--- config.mk ---
export PLATFORM = sky130hd
export DESIGN_NAME = imem_boot_loader
export DESIGN_NICKNAME = d
export VERILOG_FILES = /design/src/rtl/imem_loader_pkg.sv /design/src/rtl/imem_word_packer.sv /design/src/rtl/imem_boot_loader.sv
export SDC_FILE = /design/constraint.sdc
export NUM_CORES = 1
export LEC_CHECK = 0
export BUFFER_PORTS_ARGS = -buffer_cell sky130_fd_sc_hd__buf_2
export CAP_MARGIN = 10
export CORE_MARGIN = 5
export CORE_UTILIZATION = 30
export DETAILED_ROUTE_END_ITERATION = 6
export GPL_ROUTABILITY_DRIVEN = 1
export SLEW_MARGIN = 20
export SYNTH_ARGS = -nofsm -noshare
export SYNTH_HDL_FRONTEND = slang
export SYNTH_SLANG_ARGS = --single-unit
--- constraint.sdc ---
create_clock -name clk -period 2.7 [get_ports clk]
set_input_delay 0.54 -clock clk [delete_from_list [all_inputs] [get_ports clk]]
set_output_delay 0.54 -clock clk [all_outputs]
set_load 0.02 [all_outputs]
--- src/rtl/imem_loader_pkg.sv ---
// Shared types and constants for the instruction-memory boot loader.
package imem_loader_pkg;

  // Loader FSM states; RUN is the reset state and the only one that lets the core run.
  typedef enum logic [2:0] {
    RUN    = 3'd0,
    LEN_LO = 3'd1,
    LEN_HI = 3'd2,
    DATA   = 3'd3,
    FINISH = 3'd4,
    ERR    = 3'd5
  } loader_state_e;

  // Length header size and payload word size, in bytes.
  localparam int unsigned LEN_BYTES      = 2;
  localparam int unsigned BYTES_PER_WORD = 4;

  // Byte address of a word index (word aligned).
  function automatic logic [31:0] word_addr(input logic [15:0] idx);
    return {14'd0, idx, 2'd0};
  endfunction

endpackage

--- src/rtl/imem_word_packer.sv ---
// Little-endian byte-to-word packer: the first byte of a word lands in [7:0].
// The completed word is presented combinationally together with the 4th byte
// so the loader can register the memory write with no bubble.
module imem_word_packer
  import imem_loader_pkg::*;
(
  input  logic        clk,
  input  logic        reset,
  input  logic        clear,
  input  logic        in_valid,
  input  logic [7:0]  in_byte,
  output logic [31:0] word,
  output logic        word_valid
);

  localparam logic [1:0] LAST_BYTE = 2'(BYTES_PER_WORD - 1);

  logic [1:0]  cnt_q, cnt_d;
  logic [23:0] shift_q, shift_d;

  assign word       = {in_byte, shift_q};
  assign word_valid = in_valid && (cnt_q == LAST_BYTE);

  // Next byte count and shift contents; clear wins over an incoming byte.
  always_comb begin
    cnt_d   = cnt_q;
    shift_d = shift_q;
    if (clear) begin
      cnt_d   = 2'd0;
      shift_d = 24'd0;
    end else if (in_valid) begin
      cnt_d   = cnt_q + 2'd1;
      shift_d = {in_byte, shift_q[23:8]};
    end else begin
      cnt_d   = cnt_q;
      shift_d = shift_q;
    end
  end

  // Packer state registers with synchronous reset.
  always_ff @(posedge clk) begin
    if (reset) begin
      cnt_q   <= 2'd0;
      shift_q <= 24'd0;
    end else begin
      cnt_q   <= cnt_d;
      shift_q <= shift_d;
    end
  end

endmodule

--- src/rtl/imem_boot_loader.sv ---
// Boot loader: receives a length-prefixed byte stream, writes it into the
// instruction memory and holds the core in reset until the image is complete.
module imem_boot_loader
  import imem_loader_pkg::*;
#(
  parameter int unsigned DEPTH_WORDS    = 64,
  parameter int unsigned TIMEOUT_CYCLES = 1_000_000
) (
  input  logic        clk,
  input  logic        reset,
  input  logic        start,
  input  logic        byte_valid,
  input  logic [7:0]  byte_data,
  output logic        byte_ready,
  output logic        imem_we,
  output logic [31:0] imem_waddr,
  output logic [31:0] imem_wdata,
  output logic        core_reset,
  output logic        done,
  output logic        error,
  output logic [15:0] words_loaded
);

  localparam logic [15:0] MAX_LEN    = 16'(DEPTH_WORDS);
  localparam logic [31:0] IDLE_LIMIT = 32'(TIMEOUT_CYCLES - 1);

  loader_state_e state_q, state_d;
  logic [31:0] idle_q, idle_d;
  logic [7:0]  len_lo_q, len_lo_d;
  logic [15:0] len_q, len_d;
  logic [15:0] word_idx_q, word_idx_d;
  logic [15:0] words_loaded_q, words_loaded_d;
  logic        done_q, done_d;
  logic        error_q, error_d;
  logic        imem_we_q, imem_we_d;
  logic [31:0] imem_waddr_q, imem_waddr_d;
  logic [31:0] imem_wdata_q, imem_wdata_d;
  logic        byte_ready_q, byte_ready_d;
  logic        core_reset_q, core_reset_d;

  logic        xfer_s, pack_in_s, pack_clear_s, word_valid_s, timeout_s, last_word_s;
  logic [31:0] packed_word_s;
  logic [15:0] len_n_s;

  assign xfer_s      = byte_valid && byte_ready_q;
  assign pack_in_s   = xfer_s && (state_q == DATA);
  assign timeout_s   = (idle_q >= IDLE_LIMIT);
  assign len_n_s     = {byte_data, len_lo_q};
  assign last_word_s = ((word_idx_q + 16'd1) == len_q);

  imem_word_packer u_packer (
    .clk        (clk),
    .reset      (reset),
    .clear      (pack_clear_s),
    .in_valid   (pack_in_s),
    .in_byte    (byte_data),
    .word       (packed_word_s),
    .word_valid (word_valid_s)
  );

  // Next-state, idle timer, word bookkeeping and next values of every output register.
  always_comb begin
    state_d        = state_q;
    idle_d         = idle_q;
    len_lo_d       = len_lo_q;
    len_d          = len_q;
    word_idx_d     = word_idx_q;
    words_loaded_d = words_loaded_q;
    done_d         = done_q;
    error_d        = error_q;
    imem_we_d      = 1'b0;
    imem_waddr_d   = imem_waddr_q;
    imem_wdata_d   = imem_wdata_q;
    pack_clear_s   = 1'b0;

    case (state_q)
      RUN, ERR: begin
        if (start) begin
          state_d        = LEN_LO;
          idle_d         = 32'd0;
          word_idx_d     = 16'd0;
          words_loaded_d = 16'd0;
          done_d         = 1'b0;
          error_d        = 1'b0;
          pack_clear_s   = 1'b1;
        end else begin
          state_d = state_q;
        end
      end
      LEN_LO: begin
        if (xfer_s) begin
          len_lo_d = byte_data;
          idle_d   = 32'd0;
          state_d  = LEN_HI;
        end else if (timeout_s) begin
          state_d = ERR;
          error_d = 1'b1;
        end else begin
          idle_d = idle_q + 32'd1;
        end
      end
      LEN_HI: begin
        if (xfer_s) begin
          idle_d = 32'd0;
          len_d  = len_n_s;
          if ((len_n_s == 16'd0) || (len_n_s > MAX_LEN)) begin
            state_d = ERR;
            error_d = 1'b1;
          end else begin
            state_d = DATA;
          end
        end else if (timeout_s) begin
          state_d = ERR;
          error_d = 1'b1;
        end else begin
          idle_d = idle_q + 32'd1;
        end
      end
      DATA: begin
        if (xfer_s) begin
          idle_d = 32'd0;
          if (word_valid_s) begin
            imem_we_d      = 1'b1;
            imem_waddr_d   = word_addr(word_idx_q);
            imem_wdata_d   = packed_word_s;
            word_idx_d     = word_idx_q + 16'd1;
            words_loaded_d = words_loaded_q + 16'd1;
            if (last_word_s) begin
              state_d = FINISH;
            end else begin
              state_d = DATA;
            end
          end else begin
            state_d = DATA;
          end
        end else if (timeout_s) begin
          state_d = ERR;
          error_d = 1'b1;
        end else begin
          idle_d = idle_q + 32'd1;
        end
      end
      FINISH: begin
        state_d = RUN;
        done_d  = 1'b1;
      end
      default: begin
        state_d = RUN;
      end
    endcase

    case (state_d)
      LEN_LO, LEN_HI, DATA: byte_ready_d = 1'b1;
      default:              byte_ready_d = 1'b0;
    endcase
    core_reset_d = (state_d != RUN);
  end

  // State and output registers; reset aborts any load and lets the core run.
  always_ff @(posedge clk) begin
    if (reset) begin
      state_q        <= RUN;
      idle_q         <= 32'd0;
      len_lo_q       <= 8'd0;
      len_q          <= 16'd0;
      word_idx_q     <= 16'd0;
      words_loaded_q <= 16'd0;
      done_q         <= 1'b0;
      error_q        <= 1'b0;
      imem_we_q      <= 1'b0;
      imem_waddr_q   <= 32'd0;
      imem_wdata_q   <= 32'd0;
      byte_ready_q   <= 1'b0;
      core_reset_q   <= 1'b0;
    end else begin
      state_q        <= state_d;
      idle_q         <= idle_d;
      len_lo_q       <= len_lo_d;
      len_q          <= len_d;
      word_idx_q     <= word_idx_d;
      words_loaded_q <= words_loaded_d;
      done_q         <= done_d;
      error_q        <= error_d;
      imem_we_q      <= imem_we_d;
      imem_waddr_q   <= imem_waddr_d;
      imem_wdata_q   <= imem_wdata_d;
      byte_ready_q   <= byte_ready_d;
      core_reset_q   <= core_reset_d;
    end
  end

  assign byte_ready   = byte_ready_q;
  assign imem_we      = imem_we_q;
  assign imem_waddr   = imem_waddr_q;
  assign imem_wdata   = imem_wdata_q;
  assign core_reset   = core_reset_q;
  assign done         = done_q;
  assign error        = error_q;
  assign words_loaded = words_loaded_q;

endmodule

# After elaboration in Yosys (flattened, before gate mapping)
# Cells that the tools add are included.
[word_totals]
register_bits = 170
inputBits = 12
out_inout_bits = 85
elab_cells = 94
[op_classes]
n_addsub = 4
n_lt_le_gt_ge = 2
n_eq_ne = 16
mux = 31
n_bitwise = 2
reduce_logical = 24
[ops]
columns = ["operator", "count"]
rows = [
  ["$mux 32", 3],
  ["$mux 16", 5],
  ["$pmux 16 s2", 2],
  ["$pmux 32 s2", 1],
  ["$add 16x1->16 const B", 2],
  ["$add 32x1->32 const B", 1],
  ["$ge 32x20->1 const B", 1],
  ["$mux 3", 8],
  ["$eq 16x16->1", 1],
  ["$gt 16x7->1 const B", 1],
  ["$logic_not 16->1", 1],
  ["$eq 3x2->1 const B", 4],
  ["$pmux 3 s4", 1],
  ["$mux 1", 9],
  ["$reduce_or 3->1", 3],
  ["$reduce_and 4->1", 2],
  ["$eq 3x1->1 const B", 2],
  ["$eq 3x3->1 const B", 2],
  ["$ne 2x2->1 const B", 3],
  ["$ne 3x3->1 const B", 2],
  ["$reduce_and 2->1", 3],
  ["$reduce_and 3->1", 2],
  ["$reduce_bool 2->1", 3],
  ["$reduce_bool 3->1", 2],
  ["other kinds (10)", 15],
]

# Longest topological paths before layout
# Gate-level depths: netlist of the first run.
[depth]
ltp_word = 9
mapped_depth = 9
mapped_depth_nobuf = 7

# Hierarchy
# Synthesis of the first run repeated with hierarchy kept, for this count alone.
[unflattened]
cells_unflattened = 888
hier_area_um2 = 7478.4
[modules_own_cells]
columns = ["module", "instances", "cells_each", "area_per_inst_um2", "seq_area_each_um2"]
rows = [
  ["imem_boot_loader", 1, 793, 6438.7, 2882.8],
  ["imem_word_packer", 1, 95, 1039.7, 520.5],
]

# Worst setup path before layout of the first run
# OpenSTA, ideal clock, no wires.
[synth_path]
path_type = "input -> register"
startpoint = "input byte_valid"
endpoint = "register idle_q[12]"
setup_time_ns = 0.070
arrival_time_ns = 2.117
t_required_ns = 2.630
path_slack_ns = 0.512
stages = 8
n_path_buf = 3
cell_sequence = "and2_1 > clkbuf_1 > or3_1 > a21oi_2 > clkbuf_1 > clkbuf_1 > o21ai_0 > a21oi_1"
[synth_via]
elab_chain_len = 3
elab_cells_between_ends = 5
classes_between = "1 x eq/ne; 2 x mux; 2 x reduce/logical"
[synth_rtl]
columns = ["item", "line", "source"]
rows = [
  ["start: declaration", "imem_boot_loader.sv:12", "input logic byte_valid,"],
  ["$logic_and 1x1->1 (*)", "imem_boot_loader.sv:45", "assign xfer_s = byte_valid && byte_ready_q;"],
  ["$ne 3x3->1 (no line) or $mux 32 (tied branches)", "-", ""],
  ["$reduce_and 3->1 (no line) or $pmux 32 s2 (tied branches)", "-", ""],
  ["end signal: assignment", "imem_boot_loader.sv:177", "idle_q <= idle_d;"],
  ["end: declaration", "imem_boot_loader.sv:28", "logic [31:0] idle_q, idle_d;"],
]
# Every way passes the cells marked *; elsewhere a longest branch is shown, timed or not.
# A chain may end at the register's enable or synchronous reset.

# Final worst setup path of the first run
[layout_path]
startpoint = "register word_idx_q[7]"
endpoint = "register state_q[2]"
[layout_via]
elab_chain_len = 6
[layout_rtl]
columns = ["item", "line", "source"]
rows = [
  ["start: declaration", "imem_boot_loader.sv:31", "logic [15:0] word_idx_q, word_idx_d;"],
  ["start signal: assignment", "imem_boot_loader.sv:180", "word_idx_q <= word_idx_d;"],
  ["$add 16x1->16", "imem_boot_loader.sv:49", "assign last_word_s = ((word_idx_q + 16'd1) == len_q);"],
  ["$eq 16x16->1", "imem_boot_loader.sv:49", ""],
  ["$mux 3", "imem_boot_loader.sv:128", "if (last_word_s) begin"],
  ["$mux 3", "imem_boot_loader.sv:122", "if (word_valid_s) begin"],
  ["$mux 3", "imem_boot_loader.sv:120", "if (xfer_s) begin"],
  ["$pmux 3 s4", "imem_boot_loader.sv:76", "case (state_q)"],
  ["end signal: assignment", "imem_boot_loader.sv:176", "state_q <= state_d;"],
  ["end: declaration", "imem_boot_loader.sv:27", "loader_state_e state_q, state_d;"],
]
# No other way between the ends.

==> metrics.txt, run 1 <==
status complete, no violations; Crit path required time 3.07 ns; Worst Tran Pin Value 0.874 ns; most numerous cell in the Yosys netlist nand2_1; clock buffer depth 2; crit path cell chain nand2_1, or4_4, a2111oi_4, o21ai_1, nor4_2, o21ba_1; cts hold-fix bufs 0; unrepaired setup endpoints after global routing false; num rows 57; first-pass GRT wire length between 30 and 40 mm; FILL cells between 2000 and 3000; Slew HR 41.7%; Core Box Area 0.0242 mm2; Vias/cell 4.88; fraction of final layout cells sized beyond drive strength 1 about 16%; starting density of the core 30.4%; drt pass-1 iters 4; CP max-delay cell or4_4; post-CTS setup buffer count 0; post-synthesis register bit count 170; worst-skew pair later-pin latency 0.44 ns; CTS tree built; final count of hold timing violations 0; top area cells in the synthesized netlist dfxtp_1 (46%), nand2_1 (9.7%), a21oi_1 (7.7%); cts repair resizes 0; Die Area 0.0278 mm2; Yosys top cell by area dfxtp_1; # nets final 985; max incr delay on CP between 0.6 and 0.7 ns; Highest Clock Rate 405 MHz; Top FF cell, synth dfxtp_1; average cell area after synthesis approximately 8 um2; sequential share of the synthesized area 46.2%; Max Cap Viol 0; Data arrival, critical path 2.84 ns; cts bufs inserted 17; DR WL/cell 14.3 um; fin area 0.00867 mm2; Final Max Slew Viols 0; Synth cell types 58; synthesized cell area ~0.0074 mm2; top post-synthesis cells by count nand2_1 (190), dfxtp_1 (170), a21oi_1 (113), nor2_1 (73), clkbuf_1 (43); synth warn 0; via count of the first global-routing pass 5954; ys async rst share 0%; standby leakage power 3.14 nW; # port buffers 80; Pwr per Cell Area 599 mW/mm2; VDD IR-drop max around 350 uV; vias 6371; # diodes 0; placer congestion estimate roughly 0.83; setup TNS 0 ns; crit start category flip-flop; CP Max Fanout 11; ANT nets after route 0; H-tree depth 4; Remaining DRCs 0; Final min period 2.47 ns; Mapped Cells 905; initial antenna violation count 0; post-placement setup slack between 0.2 and 0.3 ns; total routed wirelength 18.7 mm; Total Power 0.00519 W; Crit Path Category reg2reg; detailed placement HPWL ~13 mm; 1st-iter DRT viols 418; Cell Area, Placed 0.00808 mm2; total clock sinks 170; final setup fails 0; clock-pin slew on the worst setup and hold paths 0.08 ns; largest net degree at the start of global routing 54; clk root buf clkbuf_16; Worst Skew 0.0165 ns; Yosys top cell area share 46.2%; area grow syn2layout 17.6%; Die W 167 um; io pins slightly below 100; EDFF count, synth 0; Die H between 150 and 200 um; Hold WC Path Type in2reg; final worst slack about 0.23 ns; CP Capture Type flip-flop; Tcrit/Tclk final around 92%; grt ovf 0; total track usage between 10% and 20%
==> kinds of logic after synthesis <==
family	synth area share [%]
flops	46.2
fa+ha+maj	0.679
compound gates	14.4
mux	3.55
simple gates	25.3
other cells	0.0509
xor+xnor	4.40
buf+inv	5.46
==> worst max-delay path, delay by kind of cell, from the launching register on <==
kind / cells / cell delay (ns)
and+or+nand+nor: 3 / 1.19
AOI/OAI and AO/OA: 3 / 0.65
DFF: 1 / 0.56
==> area by class of cell <==
cell class	count	area, um2	share of cell area (%)
well taps	324	405	4.68
repair buffers	105	591	6.81
clock inverters	15	169	1.95
multi-input cells	663	3630	41.9
flip-flops and latches	170	3400	39.3
inverters	12	45.0	0.520
clock buffers	17	425	4.91
==> cell usage in the layout (no fill, tap or decap), types with 6 or more instances in the layout <==
cell,n
xor2_1,13
nand4_1,17
conb_1,16
and2_1,17
buf_2,79
nand3_1,24
or3_1,11
and3_1,9
nor4_1,9
or4_1,16
dfxtp_1,170
inv_1,12
mux2i_1,25
xnor2_1,24
nor2_1,73
buf_4,26
nor3_1,8
a211oi_1,6
nand2_1,189
clkbuf_16,17
a21oi_1,113
o31ai_1,9
o21ai_0,24
==> power breakdown <==
group | total, W | switching [W] | internal [W] | leakage, nW
Clock | 0.00248 | 0.00115 | 0.00133 | 0.296
Combinational | 0.000193 | 0.000146 | 0.0000476 | 1.48
Sequential | 0.00253 | 0.0000110 | 0.00251 | 1.37
==> routing by layer <==
metal	wire length [um]	track usage, %
met5	0	0
met4	208	4.09
met3	858	2.68
met1	8670	17.7
met2	8970	21.7
==> state kept, by name, indices dropped and copies added, names as in the netlist, 2 cells and up <==
signal            count
u_packer.shift_q     24
len_lo_q              8
imem_waddr           16
imem_wdata           32
word_idx_q           16
len_q                16
idle_q               32
words_loaded         16
u_packer.cnt_q        2
state_q               3
==> worst paths after layout <==
kind	from	to	slack, ns	depth (start not counted)
max reg2reg	word_idx_q[7]$_SDFFE_PP0P_	state_q[2]$_SDFF_PP0_	0.23	6
max	word_idx_q[7]$_SDFFE_PP0P_	state_q[2]$_SDFF_PP0_	0.23	6
min reg2reg	imem_wdata[1]$_SDFFE_PP0P_	imem_wdata[1]$_SDFFE_PP0P_	0.45	2
min	byte_data[5]	u_packer.shift_q[21]$_SDFFE_PP0P_	0.39	3
==> metrics by stage <==
step           cells  util, %  hold WS, ns
6_report        1306     35.8        0.390
5_1_grt         1306     35.8        0.387
4_1_cts         1306     35.8        0.378
3_5_place_dp    1274     33.3        0.445
3_3_place_gp    1274     33.3        0.440
2_1_floorplan    920        -        0.430
Power figures use the tool's default switching activity.
==> run 2: changes to the inputs <==
--- a/config.mk
+++ b/config.mk
@@ -11,7 +11,9 @@
 export CORE_UTILIZATION = 30
 export DETAILED_ROUTE_END_ITERATION = 6
 export GPL_ROUTABILITY_DRIVEN = 1
+export RECOVER_POWER = 100
 export SLEW_MARGIN = 20
 export SYNTH_ARGS = -nofsm -noshare
 export SYNTH_HDL_FRONTEND = slang
+export SYNTH_HIERARCHICAL = 1
 export SYNTH_SLANG_ARGS = --single-unit
==> run 2 against run 1 <==
Net effect:
- clock power hardly changed
- utilization decreased by 0.55 points
- largest cell class unchanged
- synthesized cell count is 1.9% lower
- sequential power about the same
- worst setup slack lost 0.098 ns
- cell count decreased by 1.5%
- clock skew decreased by 0.0065 ns
- largest power group unchanged
- via count fell by 3.3%
- non-clock buffer count increased by 2
- cell area down 0.66%
- register-to-register slack worse by 0.098 ns
==> metrics.txt, run 2 <==
Worst Reg-to-Reg Cells 6; Mapped Cells approximately 890; clock buffer depth 2; hold depth 2; clock-pin slew on the worst setup and hold paths 0.07 ns; Vias/cell about 4.8; Crit path required time 3.05 ns; vias 6161; CP Capture Type flip-flop; Hold WC Path Type in2reg; # nets final 966; DR WL met3 770 um; Top FF cell, synth dfxtp_1; cts hold-fix bufs 0; status complete, no violations; Hold Path End idle_q[13]$_SDFFE_PP0P_; EDFF count, synth 0; Worst Skew 0.00999 ns; Synth cell types 63; unrepaired setup endpoints after global routing false; num rows 57; Max Cap Viol 0; Core Box Area between 0.02 and 0.025 mm2; area grow syn2layout 15.2%; CP max-delay cell nor3_1; Die H 168 um; most frequent cells in the layout dfxtp_1 (170), nand2_1 (128), nor2_1 (128); io pins 97; Die Area between 0.02 and 0.03 mm2; Hold Startpoint reset; Data arrival, critical path 2.92 ns; crit start category flip-flop; starting density of the core 30.6%; ANT nets after route 0; Yosys top cell area share 45.5%; total routed wirelength 18.2 mm; top post-synthesis cells by count dfxtp_1 (170), nor2_1 (130), nand2_1 (128), a21oi_1 (79), mux2i_1 (49); post-layout util 35.2%; final count of hold timing violations 0; initial antenna violation count 1; Top Layer Used met5; grt ovf 0; CP Max Fanout 17; FF-to-FF Start state_q[2]$_SDFF_PP0_; largest net degree at the start of global routing 61; cts bufs inserted 17; clk root buf clkbuf_16; first-pass GRT wire length 30.1 mm; crit path cell chain clkbuf_1, nor3_1, dlymetal6s2s_1, nand2b_1, a21oi_1, nor3_1; synth warn 6; Slew HR between 40 and 50%; Remaining DRCs 0; Die W around 170 um; setup TNS 0 ns; VDD IR-drop max 413 uV; average cell area after synthesis 8.42 um2; Worst Tran Pin Value 0.797 ns; DR WL met2 8.23 mm; final setup fails 0; Final Max Slew Viols 0; CTS tree built; most numerous cell in the Yosys netlist dfxtp_1; synthesized cell area 0.00748 mm2; detailed placement HPWL 12.6 mm; Final min period ~2.6 ns; top area cells in the synthesized netlist dfxtp_1 (46%), mux2i_1 (6.6%), nor2_1 (6.5%); FF-to-FF setup slack around 0.13 ns; placer congestion estimate about 0.8; total clock sinks 170; Highest Clock Rate 389 MHz; Crit Path Category reg2reg; 1st-iter DRT viols around 400; standby leakage power 2.95 nW; ys async rst share 0%; FILL cells 2589; leading cell type in the layout, fill and taps excluded dfxtp_1; crit-path most repeated cell nor3_1; max incr delay on CP 0.74 ns; FF-to-FF End error$_SDFFE_PP0P_; sequential share of the synthesized area 45.5%; drt pass-1 iters 5; Yosys top cell by area dfxtp_1; post-synthesis register bit count 170; Tcrit/Tclk final 95.1%; DR WL/cell 14.1 um; wire length on met1 9.03 mm; worst-skew pair later-pin latency about 0.43 ns; total track usage 12.8%; via count of the first global-routing pass 5799; # diodes 0; H-tree depth 4; Pwr per Cell Area around 600 mW/mm2; fraction of final layout cells sized beyond drive strength 1 8.20%; # port buffers 80
[run 2: changes by cell type in the layout (fill, tap and decap cells not counted), sizes merged, moves of 16 or more]
cell	before	now
a21oi	114	80
buf	105	28
clkbuf	17	97
mux2i	25	49
nand2	190	128
nor2	73	131
xor2	13	29
[run 2: layout make-up]
type,instances,area (um2),share of cell area [%]
Clock buffer,19,443,5.14
Multi-Input combinational cell,648,3670,42.6
Sequential cell,170,3400,39.5
Inverter,6,22.5,0.262
Timing Repair Buffer,107,507,5.88
Clock inverter,13,160,1.86
Tap cell,324,405,4.71
[run 2: repair_timing]
item,4_1_cts,5_1_grt
resized for setup,0,3
buffers inserted,0,0
setup endpoints to repair,0,5
endpoints found under the hold margin,0,0
[run 2: layer usage]
metal	track usage, %	vias up
li1	-	3123
met1	17.6	2900
met2	20.0	121
met3	3.66	15
met4	2.93	2
met5	0	-
[run 2: stage by stage]
step	setup WS, ns	power (W)	area, um2	hold slack [ns]	std cells
2_1_floorplan	0.0494	0.00280	7530	0.430	903
3_3_place_gp	0.110	0.00286	8130	0.441	1255
3_5_place_dp	0.0633	0.00286	8130	0.444	1255
4_1_cts	0.197	0.00537	8730	0.389	1287
5_1_grt	0.0140	0.00552	8610	0.382	1287
6_report	0.131	0.00529	8610	0.409	1287
[run 2: worst max-delay path by stage]
stage                               start                             to  slack (ns)  cells past startpoint
3_3_place_gp                   byte_valid  words_loaded[14]$_SDFFE_PP0P_        0.11                     11
5_1_grt             state_q[2]$_SDFF_PP0_             error$_SDFFE_PP0P_        0.01                      6
2_1_floorplan                  byte_valid  words_loaded[14]$_SDFFE_PP0P_        0.05                     12
3_5_place_dp                   byte_valid  words_loaded[14]$_SDFFE_PP0P_        0.06                     11
4_1_cts        word_idx_q[0]$_SDFFE_PP0P_          state_q[1]$_SDFF_PP0_        0.20                      9
6_report            state_q[2]$_SDFF_PP0_             error$_SDFFE_PP0P_        0.13                      6
[run 2: kinds of logic after synthesis]
logic type               count (synthesis)  synth area share, %
AO/OA/AOI/OAI                          150                 11.9
XOR/XNOR                                47                 5.50
adder cells (fa/ha/maj)                  4                0.669
buffers and inverters                   85                 6.41
flip-flops                             170                 45.5
multiplexers                            49                 6.56
other                                    1               0.0501
AND/OR/NAND/NOR                        382                 23.4
[run 2: power breakdown]
part | internal [W] | leakage (nW) | switching (W)
clock network | 0.00141 | 0.290 | 0.00108
logic | 0.0000714 | 1.29 | 0.000191
registers | 0.00252 | 1.37 | 0.0000112
[run 2: critical path, delay by kind of cell (launching register included)]
kind | cells | cell delay, ns
AO/OA/AOI/OAI | 1 | 0.07
buffers and inverters | 2 | 1.02
flip-flops | 1 | 0.31
AND/OR/NAND/NOR | 3 | 1.09
==> run 3: changes to the inputs <==
--- a/config.mk
+++ b/config.mk
@@ -6,9 +6,10 @@
 export NUM_CORES = 1
 export LEC_CHECK = 0
 export BUFFER_PORTS_ARGS = -buffer_cell sky130_fd_sc_hd__buf_2
-export CAP_MARGIN = 10
+export CORE_ASPECT_RATIO = 0.8
 export CORE_MARGIN = 5
 export CORE_UTILIZATION = 30
+export CTS_CLUSTER_SIZE = 40
 export DETAILED_ROUTE_END_ITERATION = 6
 export GPL_ROUTABILITY_DRIVEN = 1
 export RECOVER_POWER = 100
==> run 3 against run 2 <==
Net effect:
- die area hardly changed
- global-route usage increased by 0.25 points
- worst setup slack improved by 0.038 ns
- power decreased by 0.13%
- first-iteration DRC count fell by 12%
- clock skew barely moved
- clock power barely moved
==> metrics.txt, run 3 (synthesis results as in run 2) <==
Worst Tran Pin Value 1.25 ns; Die Area around 0.028 mm2; area grow syn2layout 14.6%; io pins 97; Max Cap Viol 0; Worst Skew 0.0105 ns; first-pass GRT wire length 30.3 mm; Hold WS slightly below 0.4 ns; clock share of power 47.1%; Crit path required time 3.03 ns; sequential share of power a little under half; VDD IR-drop max 472 uV; fraction of final layout cells sized beyond drive strength 1 around 8.0%; detailed placement HPWL roughly 13 mm; # port buffers 80; Sw Share 25.9%; most frequent cells in the layout dfxtp_1 (170), nor2_1 (129), nand2_1 (128); crit start category flip-flop; Final min period 2.53 ns; Hold WC Path Type in2reg; total routed wirelength 18.4 mm; Core Box Area 0.0244 mm2; grt ovf 0; # nets final roughly 970; vias 6177; DR WL/cell 14.3 um; largest net degree at the start of global routing 45; clk root buf clkbuf_16; clock-pin slew on the worst setup and hold paths 0.07 ns; CP Max Fanout 7; H-tree depth 4; unrepaired setup endpoints after global routing false; ANT nets after route 0; total clock sinks 170; final setup fails 0; Psw 0.00137 W; placer congestion estimate between 0.8 and 0.9; Die W 187 um; post-CTS setup buffer count 0; Pwr per Cell Area 617 mW/mm2; Tcrit/Tclk final 93.7%; cell internal pwr about 0.0039 W; num rows 51; starting density of the core a little under a third; leading cell type in the layout, fill and taps excluded dfxtp_1; CTS tree built; Slew HR 16.4%; Vias/cell 4.81; drt pass-1 iters 4; 1st-iter DRT viols 358; final count of hold timing violations 0; via count of the first global-routing pass 5833; Highest Clock Rate a little under 400 MHz; CP Capture Type flip-flop; Die H 151 um; # diodes 0; worst-skew pair later-pin latency ~0.44 ns; Crit Path Category reg2reg; Final Max Slew Viols 0; Remaining DRCs 0; standby leakage power 2.93 nW; Combinational Power Share roughly 5%; status complete, no violations; total track usage between 10% and 20%; clock buffer depth 2; Data arrival, critical path ~2.9 ns; cts bufs inserted 17; initial antenna violation count 1; setup TNS 0 ns
==> run 3: cell types whose count changed in the layout (fill, tap and decap cells not counted), sizes merged <==
cell | before | now
clkinvlp | 2 | 1
clkinv | 4 | 3
buf | 28 | 27
inv | 11 | 16
dlymetal6s2s | 1 | 0
bufinv | 2 | 1
clkbuf | 97 | 99
==> run 3: metal layers <==
metal / GRT usage [%] / share of wire [%]
met1: 18.6 / 51
met2: 19.6 / 43
met3: 3.73 / 4.9
met4: 3.06 / 0.89
met5: 0 / 0.038
==> run 3: what timing repair did <==
action,4_1_cts,5_1_grt
hold buffers,0,0
gates resized for setup,0,2
endpoints found under the setup margin,0,2
==> run 3: area by class of cell <==
cell class / instances / area [um2]
inverters: 6 / 22.5
clock buffers: 17 / 425
well taps: 318 / 398
multi-input cells: 648 / 3650
repair buffers: 109 / 493
clock inverters: 15 / 173
flip-flops and latches: 170 / 3400
fillers: 2573 / 15900
==> run 3: critical path: stages (launching register included) <==
cell      delay [ns]
dfxtp_1         0.34
or4_4           0.55
a211o_1         0.28
a21oi_1         0.42
clkbuf_1        0.33
and2_4          0.24
a21boi_0        0.08
o21a_1          0.18
==> run 3: metrics by stage <==
stage	area (um2)	cells	worst slack [ns]	utilization, %	power, W
finish	8570	1283	0.170	35.1	0.00528
global route	8570	1283	0.0321	35.1	0.00549
CTS	8710	1283	0.237	35.6	0.00536
detailed placement	8110	1251	0.0211	33.2	0.00286
global placement	8110	1251	0.195	33.2	0.00286
floorplan	7530	903	0.0494	-	0.00280
==> run 3: path summary, 6_finish.rpt <==
path,start,end,slack [ns],cells past startpoint
min,byte_data[7],imem_wdata[31]$_SDFFE_PP0P_,0.39,3
max reg2reg,idle_q[10]$_SDFFE_PP0P_,idle_q[9]$_SDFFE_PP0P_,0.17,7
max,idle_q[10]$_SDFFE_PP0P_,idle_q[9]$_SDFFE_PP0P_,0.17,7
min reg2reg,imem_wdata[26]$_SDFFE_PP0P_,imem_wdata[26]$_SDFFE_PP0P_,0.45,2
==> run 3: power groups by stage <==
stage	clock network, W	logic (W)	registers (W)
5_1_grt	0.00267	0.000290	0.00253
2_1_floorplan	0	0.000212	0.00259
6_report	0.00249	0.000263	0.00253
3_3_place_gp	0	0.000273	0.00259
4_1_cts	0.00255	0.000274	0.00253
3_5_place_dp	0	0.000273	0.00259
